===== src/rtl/kmeans_regfile_pkg.sv =====
// Shared definitions for the k-means APB register file: register indices,
// status bit positions and the APB transfer FSM state encoding.
package kmeans_regfile_pkg;

  typedef enum logic [7:0] {
    internal_status_reg = 8'd0,
    go_reg              = 8'd1,
    cent_1_reg          = 8'd2,
    cent_2_reg          = 8'd3,
    cent_3_reg          = 8'd4,
    cent_4_reg          = 8'd5,
    cent_5_reg          = 8'd6,
    cent_6_reg          = 8'd7,
    cent_7_reg          = 8'd8,
    cent_8_reg          = 8'd9,
    ram_addr_reg        = 8'd10,
    ram_data_reg        = 8'd11,
    first_ram_addr_reg  = 8'd12,
    last_ram_addr_reg   = 8'd13
  } reg_idx_e;

  localparam int unsigned STATUS_BUSY_BIT = 0;
  localparam int unsigned STATUS_DONE_BIT = 1;

  typedef enum logic [1:0] {
    IDLE   = 2'd0,
    ACCESS = 2'd1,
    WAIT   = 2'd2
  } apb_state_e;

endpackage


===== src/rtl/kmeans_apb_fsm.sv =====
// APB3 completer handshake: tracks setup/access phases, inserts one wait state
// for RAM_data writes, and produces pready, the commit strobe and ram_we.
module kmeans_apb_fsm
  import kmeans_regfile_pkg::*;
(
  input  logic clk,
  input  logic rst_n,
  input  logic psel_i,
  input  logic penable_i,
  input  logic pwrite_i,
  input  logic ram_data_sel_i,
  input  logic ram_wr_allow_i,
  output logic pready_o,
  output logic commit_o,
  output logic ram_we_o
);

  apb_state_e state_q, state_d;

  always_ff @(posedge clk or negedge rst_n) begin
    if (!rst_n) begin
      state_q <= IDLE;
    end else begin
      state_q <= state_d;
    end
  end

  // Dropping psel in ACCESS or WAIT abandons the transfer without pready.
  always_comb begin
    state_d  = state_q;
    pready_o = 1'b0;
    ram_we_o = 1'b0;
    case (state_q)
      IDLE: begin
        if (psel_i && !penable_i) begin
          state_d = ACCESS;
        end
      end
      ACCESS: begin
        if (!psel_i) begin
          state_d = IDLE;
        end else if (penable_i) begin
          if (pwrite_i && ram_data_sel_i) begin
            ram_we_o = ram_wr_allow_i;
            state_d  = WAIT;
          end else begin
            pready_o = 1'b1;
            state_d  = IDLE;
          end
        end
      end
      WAIT: begin
        pready_o = psel_i;
        state_d  = IDLE;
      end
      default: begin
        state_d = IDLE;
      end
    endcase
  end

  assign commit_o = pready_o & pwrite_i;

endmodule


===== src/rtl/kmeans_apb_regfile.sv =====
// k-means APB register file top: register storage, read mux and core hand-off.
// Define KMEANS_APB_PSLVERR_EN to add a pslverr output for unmapped or busy-blocked accesses.
module kmeans_apb_regfile
  import kmeans_regfile_pkg::*;
#(
  parameter int addrWidth     = 9,
  parameter int dataWidth     = 91,
  parameter int centroid_num  = 8,
  parameter int log2_cent_num = 3,
  parameter int ramAddrWidth  = 9
) (
  input  logic                              clk,
  input  logic                              rst_n,
  input  logic [addrWidth-1:0]              paddr,
  input  logic                              pwrite,
  input  logic                              psel,
  input  logic                              penable,
  input  logic [dataWidth-1:0]              pwdata,
  output logic [dataWidth-1:0]              prdata,
  output logic                              pready,
`ifdef KMEANS_APB_PSLVERR_EN
  output logic                              pslverr,
`endif
  output logic                              interupt,
  output logic                              go_pulse,
  output logic [centroid_num*dataWidth-1:0] cent_out,
  output logic [ramAddrWidth-1:0]           first_ram_addr,
  output logic [ramAddrWidth-1:0]           last_ram_addr,
  output logic                              ram_we,
  output logic [ramAddrWidth-1:0]           ram_addr,
  output logic [dataWidth-1:0]              ram_wdata,
  input  logic                              core_done,
  input  logic                              cent_wr_en,
  input  logic [log2_cent_num-1:0]          cent_wr_idx,
  input  logic [dataWidth-1:0]              cent_wr_data
);

  reg_idx_e                 regSel;
  logic                     regMapped;
  logic                     isCent;
  logic                     wrAllowed;
  logic                     commit;
  logic [log2_cent_num-1:0] centIdx;
  logic [dataWidth-1:0]     rdMux;
  logic                     unused_addr_bits;

  logic                     busy_q, busy_d;
  logic                     done_q, done_d;
  logic                     goPulse_q, goPulse_d;
  logic [dataWidth-1:0]     cent_q [centroid_num];
  logic [dataWidth-1:0]     cent_d [centroid_num];
  logic [ramAddrWidth-1:0]  ramAddr_q, ramAddr_d;
  logic [dataWidth-1:0]     ramData_q, ramData_d;
  logic [ramAddrWidth-1:0]  first_q, first_d;
  logic [ramAddrWidth-1:0]  last_q, last_d;

  assign regSel           = reg_idx_e'(paddr[7:0]);
  assign unused_addr_bits = ^paddr[addrWidth-1:8];
  assign regMapped        = (regSel <= last_ram_addr_reg);
  assign isCent           = (regSel >= cent_1_reg) && (regSel <= cent_8_reg);
  assign centIdx          = log2_cent_num'(paddr[7:0] - 8'(cent_1_reg));
  // While the core runs, only the done W1C in status may still be written.
  assign wrAllowed        = !busy_q || (regSel == internal_status_reg);

  kmeans_apb_fsm u_fsm (
    .clk            (clk),
    .rst_n          (rst_n),
    .psel_i         (psel),
    .penable_i      (penable),
    .pwrite_i       (pwrite),
    .ram_data_sel_i (regSel == ram_data_reg),
    .ram_wr_allow_i (!busy_q),
    .pready_o       (pready),
    .commit_o       (commit),
    .ram_we_o       (ram_we)
  );

  // Core events are applied after the APB write so done-set and core write-back win.
  always_comb begin
    busy_d    = busy_q;
    done_d    = done_q;
    goPulse_d = 1'b0;
    cent_d    = cent_q;
    ramAddr_d = ramAddr_q;
    ramData_d = ramData_q;
    first_d   = first_q;
    last_d    = last_q;
    if (commit && wrAllowed) begin
      if (isCent) begin
        cent_d[centIdx] = pwdata;
      end
      case (regSel)
        internal_status_reg: if (pwdata[STATUS_DONE_BIT]) done_d = 1'b0;
        go_reg: begin
          if (pwdata[0]) begin
            goPulse_d = 1'b1;
            busy_d    = 1'b1;
          end
        end
        ram_addr_reg:       ramAddr_d = pwdata[ramAddrWidth-1:0];
        ram_data_reg:       ramData_d = pwdata;
        first_ram_addr_reg: first_d   = pwdata[ramAddrWidth-1:0];
        last_ram_addr_reg:  last_d    = pwdata[ramAddrWidth-1:0];
        default: ;
      endcase
    end
    if (core_done) begin
      busy_d = 1'b0;
      done_d = 1'b1;
    end
    if (cent_wr_en) begin
      cent_d[cent_wr_idx] = cent_wr_data;
    end
  end

  always_ff @(posedge clk or negedge rst_n) begin
    if (!rst_n) begin
      busy_q    <= 1'b0;
      done_q    <= 1'b0;
      goPulse_q <= 1'b0;
      for (int k = 0; k < centroid_num; k++) begin
        cent_q[k] <= '0;
      end
      ramAddr_q <= '0;
      ramData_q <= '0;
      first_q   <= '0;
      last_q    <= '0;
    end else begin
      busy_q    <= busy_d;
      done_q    <= done_d;
      goPulse_q <= goPulse_d;
      cent_q    <= cent_d;
      ramAddr_q <= ramAddr_d;
      ramData_q <= ramData_d;
      first_q   <= first_d;
      last_q    <= last_d;
    end
  end

  always_comb begin
    rdMux = '0;
    if (isCent) begin
      rdMux = cent_q[centIdx];
    end
    case (regSel)
      internal_status_reg: begin
        rdMux[STATUS_BUSY_BIT] = busy_q;
        rdMux[STATUS_DONE_BIT] = done_q;
      end
      ram_addr_reg:       rdMux = dataWidth'(ramAddr_q);
      ram_data_reg:       rdMux = ramData_q;
      first_ram_addr_reg: rdMux = dataWidth'(first_q);
      last_ram_addr_reg:  rdMux = dataWidth'(last_q);
      default: ;
    endcase
  end

  assign prdata = pready ? rdMux : '0;

`ifdef KMEANS_APB_PSLVERR_EN
  assign pslverr = pready & (!regMapped | (pwrite & !wrAllowed));
`endif

  generate
    for (genvar k = 0; k < centroid_num; k++) begin : g_cent_out
      assign cent_out[k*dataWidth +: dataWidth] = cent_q[k];
    end
  endgenerate

  assign interupt       = done_q;
  assign go_pulse       = goPulse_q;
  assign first_ram_addr = first_q;
  assign last_ram_addr  = last_q;
  assign ram_addr       = ramAddr_q;
  assign ram_wdata      = ram_we ? pwdata : ramData_q;

endmodule


===== config.mk =====
export PLATFORM = sky130hd
export DESIGN_NAME = kmeans_apb_regfile
export DESIGN_NICKNAME = d
export VERILOG_FILES = /design/src/rtl/kmeans_regfile_pkg.sv /design/src/rtl/kmeans_apb_fsm.sv /design/src/rtl/kmeans_apb_regfile.sv
export SDC_FILE = /design/constraint.sdc
export NUM_CORES = 2
export LEC_CHECK = 0
export CORE_AREA = 2 2 440 442
export DETAILED_ROUTE_END_ITERATION = 10
export DIE_AREA = 0 0 442 444
export RECOVER_POWER = 50
export SKIP_LAST_GASP = 1
export SLEW_MARGIN = 15
export SYNTH_ARGS = -nofsm -noshare
export SYNTH_HDL_FRONTEND = slang
export SYNTH_HIERARCHICAL = 1
export SYNTH_SLANG_ARGS = --single-unit

===== constraint.sdc =====
create_clock -name clk -period 9.6 [get_ports clk]
set_input_delay 1.92 -clock clk [delete_from_list [all_inputs] [get_ports clk]]
set_output_delay 1.92 -clock clk [all_outputs]
set_load 0.01 [all_outputs]

==> results.md <==
* Run status: complete, but fails checks
* Failing checks: capacitance limit, slew limit
* Crit share post-route at 0.8594
* EDFF count, synth at 0
* Via count at 39210
* Post-synthesis sequential area ratio at 0.4486
* Max Slew Vio Count at 141
* PortBufs at 1140
* GP Congestion at 0.9444
* Post-route ant nets at 0
* Footprint of the multi-input gates at ~23000 um2
* Die Y-Extent at 444 um
* Routed len/inst at around 30 um
* Maxcap violations at 2
* Layout cell share with drive strength beyond 1 at 0.1285
* Mapped Cells at 4324
* Worst path required time at 7680 ps
* Dpl cells at 7562
* FF-to-FF path depth at 8
* Die width at 442 um
* Leakage power at 30.38 nW
* Syn Std Cell Area at 47470 um2
* Final Hold Violating Endpoints at 0
* Filler cell count at between 15000 and 20000
* CP Cell Sequence: clkdlybuf4s50_1 > nor4_4 > clkbuf_1 > and3_1 > nand2_1 > a31oi_1 > nor2_1 > and4_4 > buf_4 > nand2_1 > o21ai_0 > clkdlybuf4s50_1
* Initial Util at 0.2478
* Sequential cell area at 21300 um2
* Nets@finish at between 5000 and 6000
* Fin cells at 7763
* Worst setup SP type: input port
* Total CTS buffers at 102
* Reg2reg start: u_fsm/state_q[1]
* Max Fclk at 121.2 MHz
* Skew-Pair Late Insertion Delay at 710 ps
* Commonest non-fill, non-tap cell in the layout: dfrtp_1
* R2r setup slk at 5570 ps
* RR Endpoint: ramData_q[64]
* GR Util met2 at 0.3627
* Crit path kind: in2out
* Sw power at 4.003 mW
* Pwr Density at 193.2 nW/um2
* Synthesis warning total at 6
* GR Util met1 at 0.2686
* Tot GR Track Use at 0.2229
* Std cell rows at 161
* Internal Pwr Total at 8.222 mW
* CTS resizes at 0
* Netlist cell types at 47
* Full die area at 196200 um2
* Worst Tran Pin Value at 6628 ps
* Hold buffers post-CTS at 0
* Critical Path Max Stage Delay at approximately 750 ps
* Top delay family on crit path: buffers and inverters
* Worst Min Path Start: last_ram_addr[1]
* Core area at 191600 um2
* CTS tree: yes
* Worst-path fanout max at 30
* DRT Wirelength at ~230 mm
* CP bufs+invs at 4
* Reg power frac at 0.396
* GR peak layer: met2
* Commonest cells after routing, fill and taps aside: dfrtp_1 (851), mux2i_1 (820), clkdlybuf4s50_1 (635)
* Starting DRC count in detailed routing at around 3700
* Design Power at 12.23 mW
* Avg Cell Area, Syn at 10.98 um2
* Main synth FF type: dfrtp_1
* H-Tree Depth at 3
* Syn Nets at 4532
* Class of the most critical hold timing path: reg2reg
* Setup bufs post-CTS at 0
* Worst path arrival time at 6330 ps
* Clock sink count at around 850
* Final Skew at 21.95 ps
* Relative slew slack at -3.419
* Met3 usage at 0.05664
* First-pass GRT wire length at 315.8 mm
* Total grt overflow at 0
* Worst-path clk slew at 60 ps
* Initial antenna violation count at 19
* Clock tree buffer depth at 3
* Setup TNS at 0 ps
* RSZ-0062 raised after global routing: no
* Setup crit end kind: output pin
* WHS Endpoint: last_ram_addr[1]
* IO Count at 1142
* DR pass1 iterations at 6
* Vias in the first global route at 38550
* Slowest cell on the critical path: and4_4
* WHS Path Cells at 1
* Peak supply drop at 0.1467 mV
* Area Overhead vs Synth at 33.30%
* Synthesized flop and latch total at 851
* Post-synthesis async set-or-reset flop share at 1.000
* Max reg flops at 728
* Gate power share at 0.275
* Crit path time final at 8251 ps
* HPWL after DPL at 156.5 mm
* Largest net degree at the start of global routing at 163
* Switching share of total power at 0.3275
* Clock Tree Root: clkbuf_16
* Setup Viol. Count Final at 0
* Via density at 5.051
* Clock share of power at 0.328
* Drc violations at 0
==> routing by layer <==
metal | share of wire | vias up
li1 | - | 16910
met1 | 0.39 | 19960
met2 | 0.48 | 1899
met3 | 0.076 | 441
met4 | 0.062 | 2
met5 | 0.000071 | -
==> stage by stage <==
step                      worst slack (ps)  hold slack, ps  area [um2]  utilization
after CTS                             1644           536.6       63270       0.3303
final                                 1349           526.9       63280       0.3303
after detailed placement              1651           516.7       59900       0.3127
after global routing                 949.1           548.2       63280       0.3303
after global placement                1657           508.7       59900       0.3127
after floorplan                       3392           497.8       47470            -
==> cell families after synthesis <==
logic type / synth area share
simple gates: 0.07366
fa+ha+maj: 0.001845
mux: 0.3181
compound gates: 0.09045
flops: 0.4486
buf+inv: 0.06742
==> cell type report <==
class | count | share of cell area
multi-input combinational | 2945 | 0.3643
sequential | 851 | 0.3365
timing repair buffer | 1233 | 0.1948
tap | 2526 | 0.04994
clock buffer | 139 | 0.04541
clock inverter | 45 | 0.007889
antenna | 17 | 0.0006722
inverter | 7 | 0.0004152
==> worst max-delay path by stage <==
| stage | start | end | slack [ps] | cells after the start |
|---|---|---|---|---|
| finish | paddr[4] | prdata[32] | 1350 | 12 |
| global route | rst_n | cent_out[255] | 950 | 3 |
| CTS | paddr[2] | prdata[73] | 1640 | 11 |
| detailed placement | paddr[2] | prdata[73] | 1650 | 11 |
| global placement | paddr[2] | prdata[32] | 1660 | 11 |
| floorplan | paddr[1] | prdata[10] | 3390 | 11 |
==> power groups by stage <==
stage                     Sequential, mW  Combinational [mW]  Clock, mW
after detailed placement            4.90                3.54          0
after CTS                           4.84                3.55       4.10
final                               4.85                3.37       4.01
after floorplan                     4.95                1.23          0
after global placement              4.87                3.50          0
after global routing                4.90                3.57       4.24
==> Yosys cell counts (all sizes together), types with 7 or more instances <==
master,count,area [um2]
a22oi,7,52.55
clkbuf,182,683.2
o221ai,7,61.31
mux2i,820,8208
nor2,370,1389
ha,7,87.58
a21oi,365,1827
mux2,218,2793
mux4,182,4099
nand2,461,1733
dfrtp,851,21300
inv,7,26.28
nand4,13,106.4
buf,339,2491
o21ai,448,2246
(Power assumes the default switching activity.)
==> RTL edit: new RTL, same settings <==
`ramAddr_q` and `ramData_q` no longer have a reset.
--- a/src/rtl/kmeans_apb_regfile.sv
+++ b/src/rtl/kmeans_apb_regfile.sv
@@ -121,8 +121,6 @@
       for (int k = 0; k < centroid_num; k++) begin
         cent_q[k] <= '0;
       end
-      ramAddr_q <= '0;
-      ramData_q <= '0;
       first_q   <= '0;
       last_q    <= '0;
     end else begin
@@ -130,11 +128,14 @@
       done_q    <= done_d;
       goPulse_q <= goPulse_d;
       cent_q    <= cent_d;
-      ramAddr_q <= ramAddr_d;
-      ramData_q <= ramData_d;
       first_q   <= first_d;
       last_q    <= last_d;
     end
+  end
+
+  always_ff @(posedge clk) begin
+    ramAddr_q <= ramAddr_d;
+    ramData_q <= ramData_d;
   end
 
   always_comb begin
Check against the original RTL: not settled (the Yosys comparison gave no result); the edit may change what the design does.
==> RTL edit against the original RTL <==
  * Sequential cell count unchanged
  * Power increased by 1.9%
  * Synthesized cell count increased by 22%
  * The flow still finishes with violations (capacitance limit, slew limit)
  * Design area decreased by 1.2%
  * Largest cell class is now sequential cells
  * Utilization decreased by 0.40 points
  * Wire length increased by 21%
  * Count of clock-buffer cells in the layout increased by 14
  * Setup slack improved by 300 ps
  * Cell count increased by 11%
  * Non-clock buffer count increased by 9
  * Die area unchanged
  * Area after synthesis decreased by 2.4%
  * Register-to-register slack about the same
==> RTL edit: results (changes against the original RTL) <==
initial antenna violation count = 37 (+18)
Rel. slew slack = -2.50 (+0.923)
All-Layer GR Usage = 0.267 (+0.0444)
sw frac = 0.340 (+0.0127)
status = finished, violations left
pre-CTS setup slack = 1710 ps (+55.1 ps)
worst skew pair latency = 780 ps (+70 ps)
Worst Skew = 29.6 ps (+7.66 ps)
DR vias = 48.6k (+24%)
Pre-Repair DR Iteration Count = 11 (+5)
CTS Buf Count = 103 (+0.98%)
synth unique cells = 51 (+8.5%)
Clock Path Buffers = 3 (unchanged)
pin count of the biggest net entering global routing = 131 (-20%)
leakage power = 25.7 nW (-16%)
hpwl dp = 184 mm (+18%)
worst min-delay path class = flop to flop
failing checks = capacitance limit, slew limit
startpoint types = input pin
Post-Syn Nets = 5496 (+21%)
placed cell area = 58900 um2 (-1.7%)
final slew viol count = 390 (+180%)
cells taking the most area after synthesis = dfrtp_1 41%, nand3_1 12%, nand2_1 9.6%
sequential share of the synthesized area = 0.470 (+0.0218)
vias in the first global route = 46.2k (+20%)
gpl congestion = 0.933 (-1.2%)
first-pass GRT wire length = 376 mm (+19%)
share of cells above drive strength 1 = 0.0830 (-0.0455)
Final #Nets = 6179 (+16%)
routed len/inst = 31.6 um (+8.4%)
ys async rst share = 0.882 (-0.118)
CP max FO = 34 (+13%)
DRT iter0 DRCs = 6602 (+81%)
Max Cap Violations = 7 (+5)
Post-synth EDFFs = 100 (+100)
==> RTL edit: cell count changes in the layout (fill, tap and decap cells not counted), moves of 82 or more <==
cell,before,now
nand3_1,2,1096
nand2_1,460,1188
mux2i_1,820,176
a31oi_1,1,365
a21oi_1,365,90
o21ai_1,271,0
dfrtp_1,851,751
edfxtp_1,0,100
mux2_4,90,0
o21ai_0,176,86
mux4_2,182,98
a221o_1,0,82
==> RTL edit: worst max-delay path: stages <==
cell and delay [ps]:
clkdlybuf4s50_1 730, inv_1 200, and3_4 210, and2_1 150
nand2_1 130, a31oi_1 130, nor2_1 180, and2_4 730
buf_4 430, o21ai_0 140, a21oi_1 330, clkdlybuf4s50_1 690
==> RTL edit: kinds of logic (layout without fill, tap and decap cells) <==
logic type | Yosys count | after routing | synth area share
AOI/OAI and AO/OA | 644 | 644 | 0.0900
adders and majority gates | 7 | 7 | 0.00189
and+or+nand+nor | 2722 | 2722 | 0.255
buffers and inverters | 672 | 1444 | 0.0682
muxes | 392 | 392 | 0.114
other | 0 | 44 | 0
DFF | 851 | 851 | 0.470
==> RTL edit: through the flow <==
stage | util | instances | power (mW)
global placement | 0.308 | 8392 | 8.42
CTS | 0.326 | 8586 | 12.6
global route | 0.326 | 8622 | 12.9
finish | 0.326 | 8630 | 12.5
floorplan | - | 5288 | 6.15
detailed placement | 0.308 | 8392 | 8.49
==> RTL edit: layout make-up <==
cell class | instances | area, um2
Antenna cell | 44 | 110
Sequential cell | 851 | 21800
Clock inverter | 41 | 528
Fill cell | 19600 | 129000
Timing Repair Buffer | 1242 | 12400
Multi-Input combinational cell | 3765 | 21500
Tap cell | 2526 | 3160
Clock buffer | 153 | 3000
Inverter | 8 | 30.0
==> RTL edit: metal layers <==
metal	routed length, um	part of all wire	GRT usage
met5	40	0.00015	0
met4	23000	0.084	0.196
met3	30100	0.11	0.0824
met2	123000	0.45	0.412
met1	97200	0.36	0.314
==> RTL edit: power groups by stage <==
stage               sequential, mW  clock (mW)  combinational [mW]
global placement              4.97           0                3.46
floorplan                     5.02           0                1.13
detailed placement            4.99           0                3.50
global route                  5.00        4.32                3.54
finish                        4.96        4.14                3.36
CTS                           4.94        4.19                3.51
==> RTL edit: final timing paths <==
check,startpoint,slack (ps),cells after the start,to
worst min register to register,last_ram_addr[0],520,1,last_ram_addr[0]
min in group asynchronous,rst_n,2990,1,cent_out[260]
max in group asynchronous,rst_n,1880,2,cent_out[553]
worst min-delay path,last_ram_addr[0],520,1,last_ram_addr[0]
worst max-delay path,paddr[2],1650,12,prdata[67]
worst max register to register,u_fsm/state_q[1],5560,9,cent_out[250]
